[src/rtl/krypton_pkg.sv]
// Shared glyph constants and fetch-state encoding for the Krypton character generator.
package krypton_pkg;

  localparam int GLYPH_W      = 8;
  localparam int GLYPH_H      = 8;
  localparam int CODE_WIDTH   = 8;
  localparam int ROW_WIDTH    = $clog2(GLYPH_H);
  localparam int GLYPH_ADDR_W = CODE_WIDTH + ROW_WIDTH;

  typedef enum logic [1:0] {
    F_IDLE = 2'd0,
    F_ADDR = 2'd1,
    F_CAPT = 2'd2
  } fetch_state_e;

endpackage

[src/rtl/krypton_glyph_shifter.sv]
// MSB-first pixel serializer for one glyph row, with ready/valid output handshake.
module krypton_glyph_shifter #(
  parameter int DATA_WIDTH = 8
) (
  input  logic                  i_clk,
  input  logic                  i_rst_n,
  input  logic                  i_flush,
  input  logic                  i_load,
  input  logic [DATA_WIDTH-1:0] i_load_data,
  input  logic                  i_pix_ready,
  output logic                  o_pix,
  output logic                  o_pix_valid,
  output logic                  o_pix_last,
  output logic                  o_empty,
  output logic                  o_last_hs
);

  localparam int CW = (DATA_WIDTH > 1) ? $clog2(DATA_WIDTH) : 1;

  logic [DATA_WIDTH-1:0] sh_q, sh_d;
  logic [CW-1:0]         idx_q, idx_d;
  logic                  vld_q, vld_d;
  logic                  last, hs;

  assign last = vld_q && (idx_q == CW'(DATA_WIDTH - 1));
  assign hs   = vld_q && i_pix_ready;

  // A load on the last handshake refills in the same edge, so rows run back to back.
  always_comb begin
    sh_d  = sh_q;
    idx_d = idx_q;
    vld_d = vld_q;
    if (i_flush) begin
      vld_d = 1'b0;
      idx_d = '0;
    end else if (i_load) begin
      sh_d  = i_load_data;
      idx_d = '0;
      vld_d = 1'b1;
    end else if (hs) begin
      sh_d  = sh_q << 1;
      idx_d = idx_q + 1'b1;
      if (last) begin
        vld_d = 1'b0;
        idx_d = '0;
      end
    end
  end

  always_ff @(posedge i_clk) begin
    if (!i_rst_n) begin
      sh_q  <= '0;
      idx_q <= '0;
      vld_q <= 1'b0;
    end else begin
      sh_q  <= sh_d;
      idx_q <= idx_d;
      vld_q <= vld_d;
    end
  end

  assign o_pix       = sh_q[DATA_WIDTH-1];
  assign o_pix_valid = vld_q;
  assign o_pix_last  = last;
  assign o_empty     = !vld_q;
  assign o_last_hs   = hs && last;

endmodule

[src/rtl/krypton_glyph_fetch.sv]
// Glyph-row fetch: ROM address/capture FSM, one-row prefetch buffer, pixel serializer.
module krypton_glyph_fetch
  import krypton_pkg::*;
#(
  parameter int ADDR_WIDTH = krypton_pkg::GLYPH_ADDR_W,
  parameter int DATA_WIDTH = krypton_pkg::GLYPH_W,
  parameter int CODE_WIDTH = krypton_pkg::CODE_WIDTH,
  parameter int ROW_WIDTH  = krypton_pkg::ROW_WIDTH
) (
  input  logic                  i_sys_clk,
  input  logic                  i_rst_n,
  input  logic                  i_req_valid,
  output logic                  o_req_ready,
  input  logic [CODE_WIDTH-1:0] i_char_code,
  input  logic [ROW_WIDTH-1:0]  i_row,
  input  logic                  i_invert,
  output logic [ADDR_WIDTH-1:0] o_rom_adr,
  input  logic [DATA_WIDTH-1:0] i_rom_data,
  output logic                  o_pix_valid,
  input  logic                  i_pix_ready,
  output logic                  o_pix,
  output logic                  o_pix_last,
  input  logic                  i_flush
);

  fetch_state_e          state_q;
  logic [ADDR_WIDTH-1:0] rom_adr_q;
  logic                  inv_q;
  logic [DATA_WIDTH-1:0] buf_q;
  logic                  buf_vld_q;
  logic                  accept, sh_load, sh_empty, sh_last_hs;

  assign o_req_ready = (state_q == F_IDLE) && !buf_vld_q && !i_flush;
  assign accept      = i_req_valid && o_req_ready;
  assign sh_load     = buf_vld_q && (sh_empty || sh_last_hs) && !i_flush;
  assign o_rom_adr   = rom_adr_q;

  // Accept only with an empty buffer, so F_CAPT never collides with a buffer drain.
  always_ff @(posedge i_sys_clk) begin
    if (!i_rst_n) begin
      state_q   <= F_IDLE;
      rom_adr_q <= '0;
      inv_q     <= 1'b0;
      buf_q     <= '0;
      buf_vld_q <= 1'b0;
    end else if (i_flush) begin
      state_q   <= F_IDLE;
      buf_vld_q <= 1'b0;
    end else begin
      if (sh_load) buf_vld_q <= 1'b0;
      case (state_q)
        F_IDLE: if (accept) begin
          rom_adr_q <= ADDR_WIDTH'({i_char_code, i_row});
          inv_q     <= i_invert;
          state_q   <= F_ADDR;
        end
        F_ADDR: state_q <= F_CAPT;
        F_CAPT: begin
          buf_q     <= i_rom_data ^ {DATA_WIDTH{inv_q}};
          buf_vld_q <= 1'b1;
          state_q   <= F_IDLE;
        end
        default: state_q <= F_IDLE;
      endcase
    end
  end

  krypton_glyph_shifter #(
    .DATA_WIDTH(DATA_WIDTH)
  ) u_shifter (
    .i_clk       (i_sys_clk),
    .i_rst_n     (i_rst_n),
    .i_flush     (i_flush),
    .i_load      (sh_load),
    .i_load_data (buf_q),
    .i_pix_ready (i_pix_ready),
    .o_pix       (o_pix),
    .o_pix_valid (o_pix_valid),
    .o_pix_last  (o_pix_last),
    .o_empty     (sh_empty),
    .o_last_hs   (sh_last_hs)
  );

endmodule

[config.mk]
export PLATFORM = sky130hd
export DESIGN_NAME = krypton_glyph_fetch
export DESIGN_NICKNAME = d
export VERILOG_FILES = /design/src/rtl/krypton_pkg.sv /design/src/rtl/krypton_glyph_shifter.sv /design/src/rtl/krypton_glyph_fetch.sv
export SDC_FILE = /design/constraint.sdc
export NUM_CORES = 1
export LEC_CHECK = 0
export CAP_MARGIN = 20
export CORE_MARGIN = 4
export CORE_UTILIZATION = 45
export CTS_CLUSTER_DIAMETER = 40
export DETAILED_ROUTE_END_ITERATION = 16
export MAX_ROUTING_LAYER = met4
export PLACE_DENSITY = 0.83
export SLEW_MARGIN = 40
export SYNTH_ARGS = -nofsm -noshare
export SYNTH_HDL_FRONTEND = slang
export SYNTH_SLANG_ARGS = --single-unit
[constraint.sdc]
create_clock -name i_sys_clk -period 1.7 [get_ports i_sys_clk]
set_input_delay 0.17 -clock i_sys_clk [delete_from_list [all_inputs] [get_ports i_sys_clk]]
set_output_delay 0.17 -clock i_sys_clk [all_outputs]
set_load 0.01 [all_outputs]
==> flow_metrics.py <==
metrics = {
    "global_routing": {
        "grt.overflow.total": 0,
        "grt_pass1_vias": 1322,
        "groute.usage.overall_pct": 17.0,
        "grt_max_degree": 26,
        "grt_pass1_wl_um": 5670,
        "antenna_found_initial": 0,
    },
    "timing": {
        "setup_ws_ns": 0.0764,
        "rsz0062_at_grt": "no",
        "hold_viol": 0,
        "setup_viol": 0,
        "relSlewSlack_pct": 65.9,
        "fmax_mhz": 616,
        "worst_pin_slew_ns": 0.511,
        "maxSlewViolCount": 0,
        "skew_ns": 0.0114,
        "fin_tns_setup_ns": 0,
        "finalCritPeriodShare_pct": 95.5,
        "fin_crit_ns": 1.62,
    },
    "power_and_ir_drop": {
        "power_mw": 1.50,
        "internal_power_mw": 1.14,
        "clkPwrFrac_pct": 31.2,
        "p_sw_share_pct": 24.0,
        "power_frac_seq_pct": 56.4,
        "peakVddDrop_mv": 0.453,
        "p_leak_nw": 0.771,
        "p_per_area_nw_per_um2": 712,
        "combPwrFrac_pct": 12.4,
        "switchingPower_mw": 0.360,
    },
    "logic_synthesis": {
        "post_synth_num_cell_types": 37,
        "synth_seq_cells": 35,
        "synth_nets": 196,
        "synthArstFlopShare_pct": 0,
        "ys.flop_type": "dfxtp_1",
        "postSynthCellCount": 169,
        "avgSynthCellArea_um2": 9.63,
        "synth_seq_area_share_pct": 43.0,
        "synth-edff-count": 0,
        "synth_area_um2": 1630,
        "ys_warn_count": 0,
    },
    "floorplanning": {
        "die_w_um": 68.1,
        "start_util_pct": 47.7,
        "row_count": 21,
        "coreArea_um2": 3420,
        "die_h_um": 68.1,
        "die_area_um2": 4640,
        "io-pin-count": 40,
    },
    "detailed_routing": {
        "wl_per_cell_um": 12.8,
        "vias_per_cell": 5.19,
        "dr.pass1.iters": 4,
        "drt_iter0_drc": 97,
        "route.detailed.drc": 0,
        "vias": 1335,
        "routed_wl_um": 3290,
        "ant_nets": 0,
    },
    "final_layout": {
        "nNetsFinal": 238,
        "drive_gt1_share_pct": 13.7,
        "fillCellCount": 315,
        "seq_area_um2": 702,
        "area_growth_pct": 29.7,
        "diodes": 0,
        "multi_input_area_um2": 840,
        "post_layout_nonfiller_instances": 257,
    },
    "hold_path": {
        "hold_depth": 3,
        "hp-class": "in2reg",
    },
    "place": {
        "dp_hpwl_um": 2420,
        "port_buffers": 39,
        "dp_slack_ns": -0.0468,
        "gp_congestion": 0.737,
        "place_inst": 250,
    },
    "clock_tree": {
        "clk_root_buffer_cell": "clkbuf_4",
        "post_cts_buffers": 0,
        "clock_path_buffers": 2,
        "clock_latency_ns": 0.35,
        "clkSinkCount": 35,
        "holdBufCountCts": 0,
        "cts_max_level": 2,
        "numCtsBuffers": 5,
        "path_clk_slew_ns": 0.11,
        "cts_tree": "yes",
    },
    "critical_path": {
        "cp-start-kind": "flop",
        "cp.required_ns": 1.53,
        "cp.arrival_ns": 1.45,
        "worstRegToRegCells": 6,
        "cp-end-kind": "output port",
        "worstSetupPathType": "reg2out",
        "crit_fanout": 5,
    },
    "job": {
        "max_cap_violations": 0,
    },
    "run_status": {
        "status": "finished, final reports clean",
    },
}
## flip-flops by register name, indices dropped and copies added (netlist names)
| signal | flops |
|---|---|
| state_q | 2 |
| u_shifter.sh_q | 8 |
| inv_q | 1 |
| buf_q | 8 |
| u_shifter.o_pix_valid | 1 |
| u_shifter.idx_q | 3 |
| buf_vld_q | 1 |
| o_rom_adr | 11 |
## synthesized netlist by cell type (2+ instances only)
cell type	number	area share, %
o21a_1	12	5.5
a311oi_1	7	3.8
nor2_1	14	3.2
a21oi_1	4	1.2
xnor2_1	8	4.3
clkbuf_1	3	0.69
nand2b_1	2	0.77
dfxtp_1	35	43
and3_2	6	2.8
a211oi_1	7	3.2
and3_1	6	2.3
nor3_1	7	2.2
buf_6	4	2.8
buf_2	2	0.61
nand2_1	18	4.2
ha_1	2	1.5
a21boi_0	12	5.5
## final timing paths
path,end,from,slack [ns]
setup / recovery,o_pix_last,u_shifter.idx_q[0],0.08
hold / removal,buf_q[4],i_rom_data[4],0.47
setup reg to reg,u_shifter.sh_q[0],u_shifter.idx_q[0],0.22
hold reg to reg,u_shifter.idx_q[1],u_shifter.idx_q[1],0.48
## power by group through the flow
stage | clock network, mW | registers (mW) | logic [mW]
after floorplan | 0 | 0.868 | 0.0909
after global routing | 0.522 | 0.851 | 0.203
after detailed placement | 0 | 0.866 | 0.189
after CTS | 0.487 | 0.848 | 0.189
after global placement | 0 | 0.866 | 0.188
final | 0.469 | 0.847 | 0.186
## layout by cell type (no fill, tap or decap), types with 2 or more instances in the layout
cell type / count
and3_2: 6
a21oi_1: 4
buf_4: 6
nand2b_1: 2
and3_1: 6
nor2_1: 14
xnor2_1: 8
o21a_1: 12
clkdlybuf4s50_1: 37
a311oi_1: 7
a211oi_1: 7
a21boi_0: 12
dfxtp_1: 34
dlygate4sd2_1: 2
clkbuf_4: 5
nand2_1: 18
nor3_1: 7
## routing by layer
layer	global-route usage [%]	vias up	wire [µm]
met5	-	-	0
met4	9.68	0	83
met3	5.91	8	228
met2	27.0	36	1480
met1	18.5	604	1500
li1	-	687	-
## area by class of cell
class                           count  share of cell area (%)
Multi-Input combinational cell    122                    39.8
Sequential cell                    35                    33.2
Timing Repair Buffer               46                    21.4
Tap cell                           46                    2.73
Clock buffer                        6                    2.43
Clock inverter                      1                   0.237
Inverter                            1                   0.178
## critical path, cell delays in order (launching register included)
cell and delay [ns]:
dfxtp_2 0.34, ha_2 0.19, ha_4 0.17, and2_1 0.14, dlygate4sd2_1 0.27
## what timing repair did
item                                    CTS  global route
resized for setup                         4             2
pin swaps                                 0             0
endpoints found under the setup margin    2             1
## metrics by stage
| step | hold WS [ns] | utilization, % | cell area, µm² |
|---|---|---|---|
| floorplan | 0.288 | - | 1630 |
| global placement | 0.447 | 59.8 | 2040 |
| detailed placement | 0.465 | 59.8 | 2040 |
| CTS | 0.457 | 61.5 | 2100 |
| global route | 0.469 | 61.8 | 2110 |
| finish | 0.468 | 61.8 | 2110 |
## logic make-up (layout without fill, tap and decap cells)
group	Yosys count	count (layout)	synth area share, %
XOR/XNOR	8	8	4.30
AO/OA/AOI/OAI	47	47	22.1
flip-flops	35	35	43.0
AND/OR/NAND/NOR	64	64	22.1
buffers and inverters	12	54	6.30
adder cells (fa/ha/maj)	2	2	1.54
multiplexers	1	1	0.615
(Power assumes the default switching activity.)
